--- config.mk ---
export PLATFORM = sky130hd
export DESIGN_NAME = skid_buffer
export DESIGN_NICKNAME = d
export VERILOG_FILES = /design/src/rtl/skid_buffer.sv
export SDC_FILE = /design/constraint.sdc
export NUM_CORES = 1
export LEC_CHECK = 0
export ABC_AREA = 1
export CAP_MARGIN = 15
export CORE_UTILIZATION = 49
export DETAILED_ROUTE_END_ITERATION = 8
export PLACE_DENSITY = 0.79
export SLEW_MARGIN = 20
export SYNTH_ARGS = -nofsm -noshare
export SYNTH_HDL_FRONTEND = slang
export SYNTH_SLANG_ARGS = --single-unit
--- constraint.sdc ---
create_clock -name clk -period 1.47 [get_ports clk]
set_input_delay 0.2205 -clock clk [delete_from_list [all_inputs] [get_ports clk]]
set_output_delay 0.2205 -clock clk [all_outputs]
set_load 0.05 [all_outputs]
--- src/rtl/skid_buffer.sv ---
// skid_buffer: two-entry registered ready/valid skid buffer with flush
module skid_buffer #(
  parameter int N = 16
) (
  input  logic         clk,
  input  logic         rst,
  input  logic         flush,
  input  logic         in_valid,
  input  logic [N-1:0] in_data,
  output logic         in_ready,
  output logic         out_valid,
  output logic [N-1:0] out_data,
  input  logic         out_ready,
  output logic [1:0]   count
);
  typedef enum logic [1:0] {EMPTY = 2'd0, BUSY = 2'd1, FULL = 2'd2} state_t;
  state_t state, nxt;
  logic [N-1:0] skid, main_n, skid_n;
  always_comb begin
    nxt = EMPTY;
    main_n = out_data;
    skid_n = skid;
    case (state)
      EMPTY: begin
        nxt = in_valid ? BUSY : EMPTY;
        main_n = in_valid ? in_data : out_data;
      end
      BUSY: begin
        nxt = in_valid ? (out_ready ? BUSY : FULL) : (out_ready ? EMPTY : BUSY);
        main_n = in_valid && out_ready ? in_data : out_data;
        skid_n = in_valid && !out_ready ? in_data : skid;
      end
      FULL: begin
        nxt = out_ready ? BUSY : FULL;
        main_n = out_ready ? skid : out_data;
      end
      default: nxt = EMPTY;
    endcase
    if (flush) begin
      nxt = EMPTY;
      main_n = out_data;
      skid_n = skid;
    end
  end
  always_ff @(posedge clk) begin
    if (rst) begin
      state <= EMPTY;
      out_data <= '0;
      skid <= '0;
      in_ready <= 1'b1;
      out_valid <= 1'b0;
      count <= 2'd0;
    end else begin
      state <= nxt;
      out_data <= main_n;
      skid <= skid_n;
      in_ready <= nxt != FULL;
      out_valid <= nxt != EMPTY;
      count <= nxt == FULL ? 2'd2 : nxt == BUSY ? 2'd1 : 2'd0;
    end
  end
endmodule

---- Word level (Yosys, flattened, before mapping) ----
Cells that the tools add are included.
Widths: inputs -> output; s select.
cells by class
  equality and inequality tests ........... 8
  mux-type cells .......................... 12
  bitwise gates (word level) .............. 1
  reductions and logical operators ........ 9
operator list
  kind                number
  $mux 16             3
  $pmux 16 s3         1
  $mux 2              4
  $ne 2x2->1 const B  4
  $pmux 2 s3          1
  $reduce_and 5->1    1
  $eq 2x1->1 const B  2
  $eq 2x2->1 const B  2
  $mux 1              3
  $reduce_and 3->1    1
  $reduce_bool 3->1   1
  $logic_and 1x1->1   2
  $logic_not 2->1     1
  $reduce_bool 2->1   1
  $reduce_or 2->1     1
  $logic_not 1->1     1
  $not 1->1           1
word-level totals
  flip-flop bits (word level) ............. 38
  input port bits ......................... 21
  logic and storage cells ................. 37

---- Depth between registers and ports, before layout ----
  depth in word-level cells ............... 7
  mapped depth ............................ 10
  gate-level depth less buffers ........... 9

---- Worst setup path after synthesis ----
No wires, ideal clock.
  path kind ............................... register -> register
  start ................................... register state[1]
  end ..................................... register out_data[10]
  library setup time ...................... 0.115 ns
  arrival ................................. 1.022 ns
  path slack .............................. 0.333 ns
  stages on the path, launching flop included .. 9
  period minus slack after synthesis ...... 1.137 ns
  cell sequence ........................... dfxtp_1 > nor2_1 > nand2_1 > nand2_2 > nor2_4 > buf_6 > nand2_1 > nand2_1 > nor2_2
on the way
  longest elaborated chain between the ends .. 3
  elaborated cells on any way between the ends .. 9
RTL lines
  element                                                                  RTL line  RTL
  from (decl)                                                              17        state_t state, nxt;
  from (signal assigned)                                                   54        state <= nxt;
  $eq 2x1->1, or another cell as far along                                 23        case (state)
  $ne 2x2->1 (no source line) / $reduce_bool 3->1 (equally long branches)  n/a
  $reduce_and 5->1 (no source line)                                        n/a
  to (signal assigned)                                                     55        out_data <= main_n;
  to (decl)                                                                12        output logic [N-1:0] out_data,
Parallel ways exist; a longest one is shown, timed or not.
A chain may end at the register's enable or synchronous reset.

---- Final worst setup path ----
  start ................................... input port out_ready
  end ..................................... register skid[14]
on the way
  longest elaborated chain between the ends .. 3
RTL lines
  element                            RTL line  RTL
  from (decl)                        13        input logic out_ready,
  $logic_not 1->1                    31        skid_n = in_valid && !out_ready ? in_data : skid;
  $logic_and 1x1->1                  31
  $reduce_and 3->1 (no source line)  n/a
  to (signal assigned)               56        skid <= skid_n;
  to (decl)                          18        logic [N-1:0] skid, main_n, skid_n;
No other way between the ends.

==> impl_metrics.env <==
export IMPL_place_congestion=0.716
export IMPL_ant_nets=0
export IMPL_h_tree_depth=2
export IMPL_cpPeakStageDelay_ps=490
export IMPL_cp_max_fo=11
export IMPL_dp_hpwl_um=2410
export IMPL_crit_type="primary input to flip-flop"
export IMPL_cts_made_buffers=5
export IMPL_firstDrtPassIters=4
export IMPL_num_vias=1546
export IMPL_cts_sinks=38
export IMPL_status="completed"
export IMPL_drv_slew=0
export IMPL_tightest_slew_ps=215
export IMPL_drt_iter0_drc=62
export IMPL_grt_setup_unrepaired="no"
export IMPL_grt_antenna_before_repair=0
export IMPL_cts_setup_buffers=0
export IMPL_synth_area_mm2=0.00171
export IMPL_fp_dieH_um=61.1
export IMPL_drive_gt1_frac=0.160
export IMPL_worstPathRequired_ps=1720
export IMPL_ys_types=21
export IMPL_initial_core_util=0.514
export IMPL_ys_warn_count=0
export IMPL_r2r_start="state[0]$_SDFF_PP0_"
export IMPL_fin_skew_ps=11.3
export IMPL_final_cells=346
export IMPL_path_cells="clkdlybuf4s50_1, inv_1, ha_1, nand3_2, clkinvlp_4, nor2_1, nor2_1"
export IMPL_drt_total_wl_um=3300
export IMPL_hold_start="skid[0]$_SDFFE_PP0P_"
export IMPL_cp_slowest_cell="clkdlybuf4s50_1"
export IMPL_dpl_cell_area_mm2=0.00211
export IMPL_grt_overflow=0
export IMPL_grt_use_total=0.200
export IMPL_die_w_um=61.1
export IMPL_hold_viol=0
export IMPL_cts_tree="yes"
export IMPL_cp_end_kind="flip-flop"
export IMPL_layout_nets=322
export IMPL_p_int_mw=1.60
export IMPL_grt_max_degree=26
export IMPL_post_route_util=0.657
export IMPL_start_kind="primary input"
export IMPL_clockBufferDepth=2
export IMPL_p_leak_nw=1.06
export IMPL_min_period_over_period=0.885
export IMPL_syn_to_final_growth_pct=28.0
export IMPL_yosys_register_bits=38
export IMPL_p_switching_uw=658
export IMPL_setup_viol=0
export IMPL_insertedDiodeCount=0
export IMPL_grt_pass1_wl_um=5360
export IMPL_synth_area_per_cell_um2=6.70
export IMPL_path_common_cell="nor2_1"
export IMPL_dp_cells=338
export IMPL_pwr_share_clk=0.318
export IMPL_wire_per_inst_um=9.53
export IMPL_insertion_delay_ps=350
export IMPL_coreArea_mm2=0.00334
export IMPL_cts_reportedPaths_clkPinSlew_ps=120
export IMPL_final_cell_mix="nand2_1, nor2_1, dfxtp_1, inv_1, buf_4"
export IMPL_ir_drop_v=0.000708
export IMPL_period_minus_slack_ps=1300
export IMPL_p_comb_frac=0.197
export IMPL_num_rows=21
export IMPL_seqPwrFrac=0.485
export IMPL_pin_count=41
export IMPL_final_cell_area_mm2=0.00219
export IMPL_synthCells=256
export IMPL_final_common_cell="nand2_1"
export IMPL_cap_violations=0
export IMPL_cts_root_buf="clkbuf_4"
export IMPL_p_per_area_mw_per_mm2=1030
export IMPL_drc_errors=0
export IMPL_swShare=0.291
export IMPL_startpoint="out_ready"
export IMPL_via_per_inst=4.47
export IMPL_io_buffers=40
export IMPL_relSlewSlack=0.855
export IMPL_grt_pass1_vias=1246
export IMPL_fmax_ghz=0.769
export IMPL_reg2reg_slack_ps=170
export IMPL_hold_path_class="flip-flop to flip-flop"
export IMPL_arrival_ps=1550
export IMPL_die_area_mm2=0.00374
export IMPL_seq_area_frac_synth=0.444
export IMPL_syn_num_nets=279
[layer usage]
metal / vias to the layer above / global-route usage / wire length (um)
met5: - / 0 / 0
met4: 0 / 0.0812 / 51
met2: 31 / 0.320 / 1570
met3: 6 / 0.0693 / 143
li1: 851 / - / -
met1: 658 / 0.247 / 1540
[synthesized netlist by cell type (all sizes together)]
master / count / area [um^2]
a21oi: 7 / 35.0
buf: 9 / 76.3
clkbuf: 3 / 12.5
dfxtp: 38 / 761
ha: 2 / 25.0
inv: 31 / 116
nand2: 80 / 305
nand3: 4 / 25.0
nor2: 58 / 238
nor3: 1 / 5.00
o21ai: 23 / 115
[logic make-up (layout without fill, tap and decap cells)]
group,after synthesis,in the layout,share of synthesized area
AO/OA/AOI/OAI,30,30,0.0876
adder cells (fa/ha/maj),2,2,0.0146
buffers and inverters,43,87,0.120
flip-flops,38,38,0.444
AND/OR/NAND/NOR,143,143,0.334
[power by group through the flow]
stage,clock (mW),combinational [mW],sequential (mW)
floorplan,0,0.164,1.25
global placement,0,0.442,1.12
detailed placement,0,0.448,1.12
CTS,0.731,0.449,1.10
global route,0.802,0.487,1.10
finish,0.719,0.445,1.10
[repair_timing]
action | in CTS | in global routing
setup endpoints to repair | 0 | 3
hold buffers | 0 | 0
resized for setup | 0 | 2
hold endpoints to repair | 0 | 0
[per-stage QoR]
stage	hold WS (ps)	total power, mW	setup slack, ps	setup TNS (ps)
after CTS	460	2.28	110	0
after floorplan	293	1.41	333	0
after global placement	432	1.56	-166	-4690
after global routing	486	2.39	26.0	0
final	459	2.26	169	0
after detailed placement	443	1.57	-200	-5750
[worst paths after layout]
kind                           endpoint  cells past startpoint
setup reg to reg  skid[13]$_SDFFE_PP0P_                      6
hold reg to reg    skid[0]$_SDFFE_PP0P_                      2
setup / recovery  skid[14]$_SDFFE_PP0P_                      7
hold / removal     skid[0]$_SDFFE_PP0P_                      2
[registers in the layout, indices dropped and copies added (netlist names)]
| signal | flops |
|---|---|
| state | 2 |
| out_data | 16 |
| skid | 16 |
| in_ready | 1 |
| out_valid | 1 |
| count | 2 |
[final cells by class]
cell class                      count  area, um^2
Clock inverter                      3        45.0
Tap cell                           46        57.6
Timing Repair Buffer               48         423
Inverter                           31         120
Multi-Input combinational cell    175         748
Sequential cell                    38         762
Clock buffer                        5        37.5
Fill cell                         333        1140
[worst max-delay path, delay by kind of cell]
family	cells	cell delay, ps
and+or+nand+nor	3	340
adders and majority gates	1	180
buffers and inverters	3	800
Power figures use the tool's default switching activity.
